File: config.mk
export PLATFORM = sky130hd
export DESIGN_NAME = adder8_seq_ctrl
export DESIGN_NICKNAME = d
export VERILOG_FILES = /design/src/rtl/adder8_seq_ctrl.sv
export SDC_FILE = /design/constraint.sdc
export NUM_CORES = 1
export LEC_CHECK = 0
export CAP_MARGIN = 40
export CORE_MARGIN = 2
export CORE_UTILIZATION = 40
export DETAILED_ROUTE_END_ITERATION = 12
export PLACE_DENSITY = 0.68
export SKIP_LAST_GASP = 1
export SLEW_MARGIN = 20
export SYNTH_ARGS = -nofsm -noshare
export SYNTH_HDL_FRONTEND = slang
export SYNTH_SLANG_ARGS = --single-unit
File: constraint.sdc
create_clock -name clk -period 6 [get_ports clk]
set_clock_uncertainty 0.15 [all_clocks]
set_input_delay 0.9 -clock clk [delete_from_list [all_inputs] [get_ports clk]]
set_output_delay 0.9 -clock clk [all_outputs]
set_load 0.02 [all_outputs]
File: src/rtl/adder8_seq_ctrl.sv
// Byte-serial add/sub sequencer: drives a shared external 8-bit adder slice
// by slice (low byte first), chaining the carry in a register between slices.
module adder8_seq_ctrl #(
   parameter int NBYTES = 4
) (
   input  logic                clk,
   input  logic                rst,
   input  logic                start,
   input  logic                sub,
   input  logic [8*NBYTES-1:0] op_a,
   input  logic [8*NBYTES-1:0] op_b,
   output logic                busy,
   output logic                done,
   output logic [8*NBYTES-1:0] result,
   output logic                carry,
   output logic                overflow,
   output logic                zero,
   output logic [7:0]          add_a,
   output logic [7:0]          add_b,
   output logic                add_cin,
   input  logic [7:0]          add_sum,
   input  logic                add_cout
);

   localparam int W  = 8 * NBYTES;
   localparam int IW = (NBYTES > 1) ? $clog2(NBYTES) : 1;
   localparam logic [IW-1:0] LAST_IDX = IW'(NBYTES - 1);

   typedef enum logic [1:0] {IDLE, RUN, DONE} state_t;

   state_t          state, state_nxt;
   logic [W-1:0]    a_reg, b_reg, res_nxt;
   logic            sub_reg, c_reg;
   logic [IW-1:0]   idx;
   logic            accept, last;

   assign last = (idx == LAST_IDX);

   always_ff @(posedge clk or posedge rst) begin
      if (rst) state <= IDLE;
      else     state <= state_nxt;
   end

   // NOTE: every output of this block gets a default first so no latch can be inferred.
   always_comb begin
      state_nxt = state;
      accept    = 1'b0;
      busy      = 1'b0;
      done      = 1'b0;
      add_a     = 8'h00;
      add_b     = 8'h00;
      add_cin   = 1'b0;
      case (state)
         IDLE: if (start) begin
            accept    = 1'b1;
            state_nxt = RUN;
         end
         RUN: begin
            busy    = 1'b1;
            add_a   = a_reg[8*idx +: 8];
            add_b   = b_reg[8*idx +: 8];
            add_cin = (idx == '0) ? sub_reg : c_reg;
            if (last) state_nxt = DONE;
         end
         DONE: begin
            done = 1'b1;
            if (start) begin
               accept    = 1'b1;
               state_nxt = RUN;
            end else begin
               state_nxt = IDLE;
            end
         end
         default: state_nxt = IDLE;
      endcase
   end

   // Result with the current slice merged in; the zero flag needs the final byte too.
   always_comb begin
      res_nxt              = result;
      res_nxt[8*idx +: 8]  = add_sum;
   end

   // NOTE: sequential state uses non-blocking assignments so all registers update together.
   always_ff @(posedge clk or posedge rst) begin
      if (rst) begin
         a_reg    <= '0;
         b_reg    <= '0;
         sub_reg  <= 1'b0;
         c_reg    <= 1'b0;
         idx      <= '0;
         result   <= '0;
         carry    <= 1'b0;
         overflow <= 1'b0;
         zero     <= 1'b0;
      end else if (accept) begin
         a_reg    <= op_a;
         b_reg    <= sub ? ~op_b : op_b;
         sub_reg  <= sub;
         c_reg    <= 1'b0;
         idx      <= '0;
         result   <= '0;
         carry    <= 1'b0;
         overflow <= 1'b0;
         zero     <= 1'b0;
      end else if (state == RUN) begin
         result <= res_nxt;
         c_reg  <= add_cout;
         idx    <= last ? '0 : idx + IW'(1);
         if (last) begin
            carry    <= add_cout;
            overflow <= (a_reg[W-1] == b_reg[W-1]) & (add_sum[7] != a_reg[W-1]);
            zero     <= (res_nxt == '0);
         end
      end
   end

endmodule
## Yosys cells after proc, flatten, opt, wreduce, memory -nomap -nowiden

Index checks and enable logic that the tools add are counted.

- Bits in registers: 105
- Bits in latches: 0
- Memory bits (writable): 0
- ROM bits: 0
- Input bits: 77
- Output and inout bits: 54
- Word-level logic and storage cells: 63
- Memories: 0

- $add $sub $neg: 2
- Multipliers: 0
- Div/mod/pow operators: 0
- Order comparisons: 0
- Eq/ne operators: 7
- Shift operators: 4
- Muxes and demuxes: 30
- Bitwise operators: 2
- Reduce and logical (&&, ||, !) cells: 8

Operators with widths:

| kind | count |
|---|---|
| $mux W32 | 3 |
| $shiftx A32 B6 Y8 | 2 |
| $neg A5 Y34 | 1 |
| $shift A8 B34 Y32 const A | 1 |
| $shiftx A8 B34 Y32 | 1 |
| $bwmux W32 | 1 |
| $logic_not A32 Y1 | 1 |
| $not A32 Y32 | 1 |
| $mux W1 | 18 |
| $mux W8 | 2 |
| $mux W2 | 5 |
| $pmux W2 S3 | 1 |
| $eq A2 B2 Y1 const B | 2 |
| $logic_not A2 Y1 | 2 |
| $ne A2 B2 Y1 const B | 2 |
| $reduce_and A2 Y1 | 2 |
| $reduce_bool A2 Y1 | 2 |
| $add A2 B1 Y2 const B | 1 |
| $eq A2 B1 Y1 const B | 1 |
| $reduce_or A2 Y1 | 1 |
| $and A1 B1 Y1 | 1 |
| $eq A1 B1 Y1 | 1 |
| $ne A1 B1 Y1 | 1 |

## Depth between registers and ports, before layout

Gate-level depths: netlist (run 1).

- Word-level depth: 7
- Depth in mapped cells: 9
- Gate-level depth less buffers: 6

## Worst setup path before layout (run 1)

No wires, ideal clock.

- Path type: flip-flop to output port
- Start point: register idx[1]
- End point: output add_cin
- Arrival time: 1.524 ns
- Required time: 4.950 ns
- Path slack: 3.426 ns
- Stages on the path, launching flop included: 7
- Path buffers: 2
- Path through: dfrtp_1 > buf_2 > buf_2 > inv_1 > ha_1 > mux2i_1 > nor2_1

- Longest elaborated chain between the ends: 3

RTL lines:

| element | line | source |
|---|---|---|
| from (decl) | 34 | `logic [IW-1:0] idx;` |
| from (signal assigned) | 109 | `idx <= last ? '0 : idx + IW'(1);` |
| $logic_not A2 Y1 | 62 | `add_cin = (idx == '0) ? sub_reg : c_reg;` |
| $mux W1 | 62 |  |
| $mux W1 | 53 | `case (state)` |
| to (decl) | 20 | `output logic add_cin,` |

Every way passes these cells.

## Final worst setup path (run 1)

Ends and elaborated chain as after synthesis.

==> out/metrics.yaml, run 1 <==
pwr:
  p_int_mw: 2.05
  ir_worst_vdd_mv: 0.207
  p_per_area_nw_per_um2: 483
  total_power_mw: 3.27
  seqPwrFrac_pct: 35.5
  pwr-share-clk_pct: 18.2
  pwr-share-comb_pct: 46.3
  p_sw_mw: 1.23
  swShare_pct: 37.4
  power.leakage_nw: 2.97
die:
  die_h_um: 116
  core-area_um2: 12100
  io_pins: 131
  design.die.area_um2: 13300
  core.rowCount: 40
  initial_utilization_pct: 41.2
  dieWidth_um: 116
clocking:
  clk_pin_slew_worst_paths_ns: 0.08
  htree_levels: 3
  cts_setup_buffers: 0
  cts_root_buf: "clkbuf_16"
  cts.sinks: 105
  cts_max_path_buffers: 2
  cts_hold_buf: 0
  cts_tree: "built"
  cts_resized: 0
  cts_buffers: 9
  clk_latency_ns: 0.34
route:
  wl_mm: 12.1
  vias_per_cell: 5.04
  drc: 0
  ant_nets: 0
  first_pass_iters: 4
  drt-wirelength-per-cell_um: 16.0
  vias: 3815
  first_iter_violations: 210
placement:
  routabilityCongestion: 0.792
  portBuffers: 130
  dp_hpwl_mm: 8.88
  dpl_cell_area_um2: 6460
synth:
  synth-xor-area-share_pct: 5.63
  synth_mux_area_share_pct: 7.44
  yosys.area_share.simple_pct: 17.4
  yosysSeqAreaShare_pct: 52.8
  synth_largest_area_cell: "dfrtp_1"
  syn_nets: 549
  synth_adder_area_share_pct: 1.51
  synth_compound_area_share_pct: 11.5
  synth.distinct_cells: 36
  ys_ff_latch: 105
  synth_top_area_share_pct: 52.8
  avgSynthCellArea_um2: 10.7
  syn_area_um2: 4970
  synth_top_family_by_area: "simple AND/OR/NAND/NOR gates"
  synthCells: 466
  synth-async-reset-ratio_pct: 100
  synth_edf_count: 0
  ys.flop_type: "dfrtp_1"
  yosys-top-cells-area: "dfrtp_1 53%, nand2_1 10%, mux4_2 7.2%"
  yosys_warnings: 0
finish:
  area_growth_pct: 36.4
  antennaDiodeCount: 0
  layout-drive-gt1-share_pct: 8.83
  design_area_um2: 6780
  nets: 667
  utilization_pct: 56.2
global_route:
  grt-busiest-layer: "met2"
  antenna_found_initial: 0
  met2_usage_pct: 30.5
  grt_util_all_layers_pct: 18.8
  grt_pass1_vias: 3861
  grt.overflow.total: 0
  grt_max_degree: 81
  use_met3_pct: 3.35
  gr-usage-met1_pct: 25.7
  grt_pass1_wl_mm: 19.6
timing:
  drv_slew: 0
  fmax_mhz: 288
  min_period_ns: 3.47
  period_share_pct: 57.9
  tightest_slew_ns: 0.693
  setup-tns-final_ns: 0
  finalSetupViolations: 0
  relSlewSlack_pct: 53.8
  rsz0062_at_grt: "no"
  hold_slack_ns: 0.323
  finalHoldViolCount: 0
setup_path:
  startpoint_type: "flop"
  crit_slowest_cell: "clkdlybuf4s50_1"
  critPathCaptureType: "output port"
  arrival_ns: 2.42
  crit_type: "reg -> out"
  required_ns: 4.95
  critPathMaxStageDelay_ns: 0.65
  cp_cell_sequence: "buf_16 -> inv_1 -> ha_1 -> mux2i_1 -> nor2_1 -> clkdlybuf4s50_1"
  critPathMaxFanout: 17
min_path:
  holdCritPathClass: "reg -> reg"
run_status:
  outcome: "complete, no violations"
run:
  drv_cap: 0
cells in the mapped netlist, drive strengths merged (5+ instances only):
library cell,n
dfrtp,105
nor4,10
nand2,136
xnor2,32
clkbuf,13
buf,16
inv,6
nor2,5
ha,6
a21oi,11
o21ai,34
a22o,34
mux4,16
and2,16
routing by layer:
layer	vias up	wire length, µm
li1	1829	-
met1	1867	5480
met2	107	5890
met3	12	585
met4	0	188
met5	-	0
cell usage in the layout, fill, tap and decap left out, types with 5 or more instances in the layout:
| cell type | count |
|---|---|
| a22o_1 | 34 |
| nor2_1 | 5 |
| and2_1 | 16 |
| mux4_2 | 16 |
| ha_1 | 6 |
| inv_1 | 5 |
| clkdlybuf4s50_1 | 129 |
| nand2_1 | 135 |
| dfrtp_1 | 104 |
| xnor2_1 | 32 |
| nor4_1 | 8 |
| clkbuf_16 | 9 |
| a21oi_1 | 8 |
| o21ai_0 | 34 |
logic make-up after synthesis:
family,count (synthesis)
simple gates,186
buf+inv,36
flops,105
mux,17
xor+xnor,32
fa+ha+maj,6
compound gates,84
cell type report:
type / count / area, µm²
fillers: 1040 / 5280
multi-input cells: 325 / 2180
well taps: 168 / 210
clock inverters: 7 / 78.8
flip-flops and latches: 105 / 2630
inverters: 7 / 33.8
repair buffers: 136 / 1430
clock buffers: 9 / 225
power by group through the flow:
stage	Sequential, mW	Combinational [mW]	Clock [mW]
global route	1.20	1.65	0.639
finish	1.16	1.52	0.596
detailed placement	1.21	1.48	0
CTS	1.20	1.49	0.610
global placement	1.21	1.38	0
floorplan	1.16	0.962	0
worst paths after layout:
| kind | depth (start not counted) | from | to | slack, ns |
|---|---|---|---|---|
| setup / recovery | 6 | idx[1]$_DFFE_PP0P_ | add_cin | 2.53 |
| hold / removal | 2 | a_reg[10]$_DFFE_PP0P_ | a_reg[10]$_DFFE_PP0P_ | 0.32 |
| setup reg to reg | 6 | idx[1]$_DFFE_PP0P_ | result[11]$_DFFE_PP0P_ | 3.65 |
| hold reg to reg | 2 | a_reg[10]$_DFFE_PP0P_ | a_reg[10]$_DFFE_PP0P_ | 0.32 |
| max in group asynchronous | 3 | rst | idx[0]$_DFFE_PP0P_ | 3.71 |
| min in group asynchronous | 2 | rst | b_reg[0]$_DFFE_PP0P_ | 0.88 |
through the flow:
stage / cells / worst slack, ns
after global routing: 757 / 2.42
final: 757 / 2.53
after CTS: 756 / 2.16
after detailed placement: 740 / 2.53
after global placement: 736 / 2.57
after floorplan: 466 / 2.19
worst max-delay path, delay by kind of cell, from the launching register on:
| kind | cells | cell delay (ns) |
|---|---|---|
| muxes | 1 | 0.14 |
| adders and majority gates | 1 | 0.26 |
| DFF | 1 | 0.56 |
| buffers and inverters | 3 | 0.95 |
| and+or+nand+nor | 1 | 0.18 |
Note: power is estimated with default switching activity, not from simulation.
==> run 2, diff against run 1 <==
==> constraint.sdc (replaced) <==
create_clock -name clk -period 3.5 [get_ports clk]
set_clock_uncertainty 0.15 [all_clocks]
set_input_delay 0.525 -clock clk [delete_from_list [all_inputs] [get_ports clk]]
set_output_delay 0.525 -clock clk [all_outputs]
set_load 0.02 [all_outputs]
==> run 2 against run 1 <==
Sequential share of layout area is 0.37 points higher. Sequential power rose by 76%. Critical path depth is 1 lower. Non-clock buffer count did not move. Critical endpoint unchanged.
==> out/metrics.yaml, run 2 (synthesis gave the netlist of run 1 again) <==
run_status:
  outcome: "complete, no violations"
pwr:
  power.leakage_nw: 2.95
  swShare_pct: 37.8
  ir_worst_vdd_mv: 0.400
  pwr-share-comb_pct: 45.0
  seqPwrFrac_pct: 37.2
  p_per_area_nw_per_um2: 816
  p_sw_mw: 2.07
  p_int_mw: 3.41
  pwr-share-clk_pct: 17.8
setup_path:
  crit_type: "reg -> out"
  critPathMaxStageDelay_ns: 0.80
  required_ns: 2.82
  arrival_ns: 2.52
  startpoint_type: "flop"
  crit_slowest_cell: "dfrtp_2"
  critPathMaxFanout: 20
  critPathCaptureType: "output port"
  reg2reg_depth: 5
  cp_cell_sequence: "inv_1 -> ha_1 -> mux2i_1 -> nor2_1 -> clkdlybuf4s50_1"
timing:
  fmax_mhz: 313
  setup-tns-final_ns: 0
  min_period_ns: 3.19
  period_share_pct: 91.2
  tightest_slew_ns: 0.662
  rsz0062_at_grt: "no"
  setup_ws_ns: 0.306
  drv_slew: 0
  finalHoldViolCount: 0
  relSlewSlack_pct: 55.9
  finalSetupViolations: 0
clocking:
  cts_setup_buffers: 0
  clk_pin_slew_worst_paths_ns: 0.08
  cts_buffers: 9
  clk_latency_ns: 0.33
  cts_tree: "built"
  cts_max_path_buffers: 2
  cts_root_buf: "clkbuf_16"
  cts_hold_buf: 0
  cts_resized: 0
  htree_levels: 3
  cts.sinks: 105
route:
  first_iter_violations: 268
  ant_nets: 0
  first_pass_iters: 4
  wl_mm: 11.9
  drt-wirelength-per-cell_um: 15.7
  vias_per_cell: 4.97
  drc: 0
  vias: 3760
placement:
  place_ws_ns: 0.594
  dp_hpwl_mm: 8.62
  routabilityCongestion: 0.788
  portBuffers: 130
finish:
  layout-drive-gt1-share_pct: 8.83
  antennaDiodeCount: 0
  final_cell_mix: "135 x nand2_1, 129 x clkdlybuf4s50_1, 104 x dfrtp_1"
  nets: 667
  layout_commonest_cell: "nand2_1"
  area_growth_pct: 35.1
global_route:
  grt_pass1_wl_mm: 19.2
  antenna_found_initial: 0
  grt_util_all_layers_pct: 18.3
  grt_pass1_vias: 3752
  grt_max_degree: 55
  grt.overflow.total: 0
die:
  io_pins: 131
  die_h_um: 116
  core-area_um2: 12100
  initial_utilization_pct: 41.2
  design.die.area_um2: 13300
  dieWidth_um: 116
  core.rowCount: 40
run:
  drv_cap: 0
min_path:
  worstHoldPathCells: 2
  holdCritPathClass: "reg -> reg"
[run 2: cell count changes in the layout (fill, tap and decap cells not counted), sizes merged]
cell,delta
bufinv,-1
clkbuf,+1
clkinv,-1
inv,+1
[run 2: metal layers]
metal  vias to the layer above  global-route usage [%]  wire (µm)
li1                       1829                       -          -
met1                      1822                    25.9       5510
met2                       102                    29.5       5610
met3                         7                    3.40        654
met4                         0                    4.50        112
met5                         -                       0          0
[run 2: worst max-delay path, delay by kind of cell (launching register included)]
| kind | cells | cell delay (ns) |
|---|---|---|
| DFF | 1 | 0.80 |
| adders and majority gates | 1 | 0.32 |
| buffers and inverters | 2 | 0.83 |
| and+or+nand+nor | 1 | 0.09 |
| muxes | 1 | 0.15 |
[run 2: path summary, 6_finish.rpt]
path,startpoint,endpoint,slack [ns]
max,idx[0]$_DFFE_PP0P_,add_cin,0.31
min,a_reg[27]$_DFFE_PP0P_,a_reg[27]$_DFFE_PP0P_,0.33
max reg2reg,idx[0]$_DFFE_PP0P_,result[13]$_DFFE_PP0P_,0.96
min reg2reg,a_reg[27]$_DFFE_PP0P_,a_reg[27]$_DFFE_PP0P_,0.33
max in group asynchronous,rst,a_reg[9]$_DFFE_PP0P_,2.01
min in group asynchronous,rst,result[22]$_DFFE_PP0P_,0.49
[run 2: power groups by stage]
stage,registers [mW],logic (mW),clock network (mW)
finish,2.04,2.47,0.973
global route,2.11,2.71,1.05
CTS,2.05,2.50,0.991
detailed placement,2.06,2.50,0
global placement,2.04,2.42,0
floorplan,1.99,1.65,0
[run 2: cell type report]
cell class                 count  area [µm²]
clock buffer                  10         239
clock inverter                 6        48.8
fill                        1070        5340
inverter                       7        33.8
multi-input combinational    325        2180
sequential                   105        2630
tap                          168         210
timing repair buffer         136        1380
[run 2: per-stage QoR]
stage | util [%] | cell area (µm²) | total power [mW] | instances | hold slack (ns)
3_5_place_dp | 53.3 | 6430 | 4.56 | 741 | 0.308
3_3_place_gp | 53.0 | 6390 | 4.47 | 739 | 0.304
4_1_cts | 55.7 | 6720 | 5.54 | 757 | 0.328
2_1_floorplan | - | 4970 | 3.64 | 466 | 0.290
6_report | 55.7 | 6720 | 5.48 | 757 | 0.327
5_1_grt | 55.7 | 6720 | 5.86 | 757 | 0.350
